==> src/rtl/queue_ctrl_pkg.sv <==
// Shared defaults, width helpers and payload type for the queue controller.
// Optional combinational bypass is selected with QUEUE_CTRL_FLOW_EN in the top.
package queue_ctrl_pkg;

  localparam int DATA_W_DEF = 115;
  localparam int DEPTH_DEF  = 2;

  typedef logic [DATA_W_DEF-1:0] payload_t;

  // Pointer width; a single-entry queue would still need one address bit.
  function automatic int addr_w(input int depth);
    return (depth < 2) ? 1 : $clog2(depth);
  endfunction

  // Occupancy must represent 0..DEPTH inclusive.
  function automatic int cnt_w(input int depth);
    return $clog2(depth + 1);
  endfunction

endpackage

==> src/rtl/queue_wrap_ptr.sv <==
// Wrapping ADDR_W-bit pointer with increment and synchronous clear.
// DEPTH is a power of two, so natural binary overflow provides the wrap.
module queue_wrap_ptr #(
  parameter int ADDR_W = 1
) (
  input  logic              clock,
  input  logic              reset,
  input  logic              clear,
  input  logic              inc,
  output logic [ADDR_W-1:0] value
);

  // Clear has priority so a flush discards any same-cycle increment.
  always_ff @(posedge clock or negedge reset) begin
    if (!reset) begin
      value <= '0;
    end else if (clear) begin
      value <= '0;
    end else if (inc) begin
      value <= value + 1'b1;
    end
  end

endmodule

==> src/rtl/queue_ctrl_2x115.sv <==
// Pointer/handshake controller for a 2-entry 115-bit queue on an external 1R1W memory.
// Define QUEUE_CTRL_FLOW_EN to enable the empty-queue combinational bypass.
module queue_ctrl_2x115
  import queue_ctrl_pkg::*;
#(
  parameter int DATA_W = DATA_W_DEF,
  parameter int DEPTH  = DEPTH_DEF,
  parameter int ADDR_W = addr_w(DEPTH),
  parameter int CNT_W  = cnt_w(DEPTH)
) (
  input  logic              clock,
  input  logic              reset,
  input  logic              flush,
  input  logic              enq_valid,
  output logic              enq_ready,
  input  logic [DATA_W-1:0] enq_bits,
  output logic              deq_valid,
  input  logic              deq_ready,
  output logic [DATA_W-1:0] deq_bits,
  output logic [CNT_W-1:0]  count,
  output logic [ADDR_W-1:0] mem_W0_addr,
  output logic              mem_W0_en,
  output logic [DATA_W-1:0] mem_W0_data,
  output logic [ADDR_W-1:0] mem_R0_addr,
  output logic              mem_R0_en,
  input  logic [DATA_W-1:0] mem_R0_data
);

  logic [ADDR_W-1:0] enq_ptr;
  logic [ADDR_W-1:0] deq_ptr;
  logic [ADDR_W-1:0] ptr_diff;
  logic              maybe_full;
  logic              ptr_match;
  logic              empty;
  logic              full;
  logic              do_enq;
  logic              do_deq;
  logic              pass;
  logic              enq_fire;
  logic              deq_fire;

  assign ptr_match = (enq_ptr == deq_ptr);
  assign empty     = ptr_match & ~maybe_full;
  assign full      = ptr_match &  maybe_full;
  assign enq_ready = ~full;

`ifdef QUEUE_CTRL_FLOW_EN
  // An empty queue forwards the producer straight to the consumer.
  assign deq_valid = ~empty | enq_valid;
  assign deq_bits  = empty ? enq_bits : mem_R0_data;
  assign pass      = empty & enq_valid & deq_ready;
`else
  assign deq_valid = ~empty;
  assign deq_bits  = mem_R0_data;
  assign pass      = 1'b0;
`endif

  assign do_enq   = enq_valid & enq_ready;
  assign do_deq   = deq_valid & deq_ready;
  assign enq_fire = do_enq & ~pass;
  assign deq_fire = do_deq & ~pass;

  // Writes are suppressed during flush and while reset holds, so memory is never disturbed.
  assign mem_W0_en   = enq_fire & ~flush & reset;
  assign mem_W0_addr = enq_ptr;
  assign mem_W0_data = enq_bits;
  assign mem_R0_addr = deq_ptr;
  assign mem_R0_en   = 1'b1;

  assign ptr_diff = enq_ptr - deq_ptr;
  assign count    = full ? CNT_W'(DEPTH) : CNT_W'(ptr_diff);

  queue_wrap_ptr #(.ADDR_W(ADDR_W)) u_enq_ptr (
    .clock (clock),
    .reset (reset),
    .clear (flush),
    .inc   (enq_fire),
    .value (enq_ptr)
  );

  queue_wrap_ptr #(.ADDR_W(ADDR_W)) u_deq_ptr (
    .clock (clock),
    .reset (reset),
    .clear (flush),
    .inc   (deq_fire),
    .value (deq_ptr)
  );

  // Equal pointers are disambiguated by whether the last net change was an enqueue.
  always_ff @(posedge clock or negedge reset) begin
    if (!reset) begin
      maybe_full <= 1'b0;
    end else if (flush) begin
      maybe_full <= 1'b0;
    end else if (enq_fire != deq_fire) begin
      maybe_full <= enq_fire;
    end
  end

endmodule

==> config.mk <==
export PLATFORM = sky130hd
export DESIGN_NAME = queue_ctrl_2x115
export DESIGN_NICKNAME = d
export VERILOG_FILES = /design/src/rtl/queue_ctrl_pkg.sv /design/src/rtl/queue_wrap_ptr.sv /design/src/rtl/queue_ctrl_2x115.sv
export SDC_FILE = /design/constraint.sdc
export NUM_CORES = 1
export LEC_CHECK = 0
export CAP_MARGIN = 30
export CORE_AREA = 2 2 185 187
export DETAILED_ROUTE_END_ITERATION = 6
export DIE_AREA = 0 0 187 189
export HOLD_SLACK_MARGIN = 0.06
export PLACE_DENSITY = 0.36
export SLEW_MARGIN = 20
export SYNTH_ARGS = -nofsm -noshare
export SYNTH_HDL_FRONTEND = slang
export SYNTH_SLANG_ARGS = --single-unit
==> constraint.sdc <==
create_clock -name clock -period 1.97 [get_ports clock]
set_clock_uncertainty 0.15 [all_clocks]
set_input_delay 0.2955 -clock clock [delete_from_list [all_inputs] [get_ports clock]]
set_output_delay 0.2955 -clock clock [all_outputs]
set_load 0.01 [all_outputs]
==> results by group <==
Clocking
  • Post-CTS Hold Fix Bufs: 0
  • CTS sink count: 3
  • H-tree level count: 1
  • Worst-skew pair later-pin latency: 0.22 ns
  • Clock transition at path regs: 0.03 ns
  • # resized after CTS: 6
  • Longest Clk Path Bufs: 2
  • CTS tree: built
  • Root buffer cell: clkbuf_16
  • TritonCTS Buffers: 3
  • Setup Buffers After CTS: 0

Synth
  • Synthesized net count: roughly 490
  • Cells after synthesis: ~250
  • Mean Syn Cell Area: about 7.6 um2
  • Main synth FF type: dfrtp_1
  • Count leader, synth: buf_4
  • Synthesized cell area: between 1500 and 2000 um2
  • Yosys reg bits: 3
  • Register area share after synthesis: roughly 3.9%
  • FFs w/ async S/R, synth: between 90% and 100%
  • Post-synth EDFFs: 0
  • Largest cells by area after synthesis: buf_4, dfrtp_1, nand2b_1
  • Ys Warns: 0
  • Area leader, netlist: buf_4
  • Most frequent cells after synthesis: buf_4, nand2b_1, dfrtp_1
  • Synth top area share: 90.2%
  • Synth cell types: 16

Drt
  • Residual DRC: 0
  • DRT Wirelength: approximately 5.6 mm
  • DRT Pass-1 Iters: 4
  • Via count: about 600
  • WL per Instance: 11.4 um
  • Vias/cell: 1.24
  • Final ANT Viol Nets: 0
  • DR iter-0 viols: 6

GRT
  • GRT Util Overall: between 2 and 3%
  • Pin count of the biggest net entering global routing: 7
  • GRT Residual Overflow: 0
  • Number of global-route vias before repair: approximately 720
  • Initial antenna violation count: 0
  • Global-route wire length before repair: 6.44 mm

Placement
  • Placed cell area: 890 um2
  • Placer Congestion: 0.681
  • PortBufs: 11
  • Post-Place Setup Slack: -0.145 ns
  • Placed cell count: 485
  • Post-detail-place hpwl: around 4.7 mm

Finish
  • Layout cell share with drive strength beyond 1: around 24%
  • N_diodes: 0
  • Synthesis-to-layout area growth: -49.8%
  • Final core area utilization: approximately 3%
  • Non-filler cells, final: approximately 490
  • Fillers: about 4.0k
  • # nets final: 277
  • Final Instance Area: a little under 1000 um2

Die
  • Initial Utilization: 5.80%
  • Num ports: approximately 470
  • Total core area: around 33000 um2
  • Area of the die: about 35000 um2
  • Die H: ~190 um
  • DIE WIDTH: 187 um
  • Rows: 67

Power
  • Tot Pwr: 490 uW
  • LEAKAGE: between 0.2 and 0.25 nW
  • Power Density: 505 nW/um2
  • Peak supply drop: between 0.00015 and 0.0002 V

Timing
  • Minimum period implied by the final worst setup slack: ~1.9 ns
  • Setup ws final: 0.0752 ns
  • Worst hold slack: about 0.23 ns
  • Setup TNS: 0 ns
  • Hold Vio Cnt, Final: 0
  • Crit share post-route: between 90% and 100%
  • Final setup violation count: 0
  • Fmax: around 530 MHz
  • RSZ-0062 raised after global routing: false
  • Max Slew Vio Count: 0

Status
  • Status: completed

Critical path
  • Critical-path maximum fanout: 4
  • Required time of the critical path: 1.52 ns
  • Element type at the critical path start: flip-flop
  • Worst EP arrival: roughly 1.5 ns
  • Crit end category: output pin
  • CP Class: flip-flop to output pin

Job
  • Max-cap violations: 0

Worst hold path
  • HP Class: primary input to asynchronous set/reset pin
path summary, 6_finish.rpt:
path	startpoint	to	slack, ns	depth (start not counted)
min reg2reg	u_enq_ptr.value$_DFFE_PN0P_	u_enq_ptr.value$_DFFE_PN0P_	0.46	2
max in group asynchronous	reset	u_enq_ptr.value$_DFFE_PN0P_	1.35	2
max	u_deq_ptr.value$_DFFE_PN0P_	enq_ready	0.08	3
min	reset	maybe_full$_DFFE_PN0P_	0.23	2
min in group clock	enq_valid	u_enq_ptr.value$_DFFE_PN0P_	0.43	3
max reg2reg	u_deq_ptr.value$_DFFE_PN0P_	maybe_full$_DFFE_PN0P_	0.71	4
logic make-up (layout without fill, tap and decap cells):
family / Yosys count / after routing / share of synthesized area, %
buffers and inverters: 234 / 21 / 90.6
xor gates and xnor gates: 1 / 1 / 0.454
AOI/OAI and AO/OA: 4 / 4 / 1.43
DFF: 3 / 3 / 3.89
and+or+nand+nor: 11 / 11 / 3.43
other: 1 / 1 / 0.194
flip-flops by register name, summed over array words and instances (netlist names):
register,cells
u_enq_ptr.value,1
maybe_full,1
u_deq_ptr.value,1
final cells by class:
type	instances	area, um2	share of cell area, %
Tap cell	448	561	57.8
Sequential cell	3	75.1	7.74
Multi-Input combinational cell	17	114	11.7
Timing Repair Buffer	15	134	13.8
Inverter	2	7.51	0.774
Clock buffer	4	78.8	8.13
power breakdown:
part / total, mW / switching [mW] / internal (mW)
clock: 0.320 / 0.0532 / 0.267
sequential: 0.0739 / 0.00611 / 0.0677
combinational: 0.0957 / 0.0437 / 0.0520
layer usage:
layer / vias to the layer above / GRT usage (%) / part of all wire [%] / routed length, um
li1: 111 / - / - / -
met1: 158 / 0.627 / 8.9 / 496
met2: 221 / 4.32 / 44 / 2450
met3: 113 / 3.34 / 29 / 1630
met4: 2 / 5.95 / 17 / 921
met5: - / 1.10 / 0.97 / 54
layout by cell type, fill, tap and decap left out, types with 2 or more instances in the layout:
cell             synthesis  layout
clkdlybuf4s50_1          0       6
dlygate4sd2_1            0       5
nand2b_1                 4       4
buf_4                  232       4
clkbuf_16                0       3
dfrtp_1                  3       3
nand2_1                  2       2
nand3b_1                 2       2
worst max-delay path, stage by stage, from the launching register on:
cell and delay (ns):
dfrtp_1 0.41, xnor2_2 0.16, nand2_1 0.10, clkdlybuf4s50_1 0.55
Power figures use the tool's default switching activity.
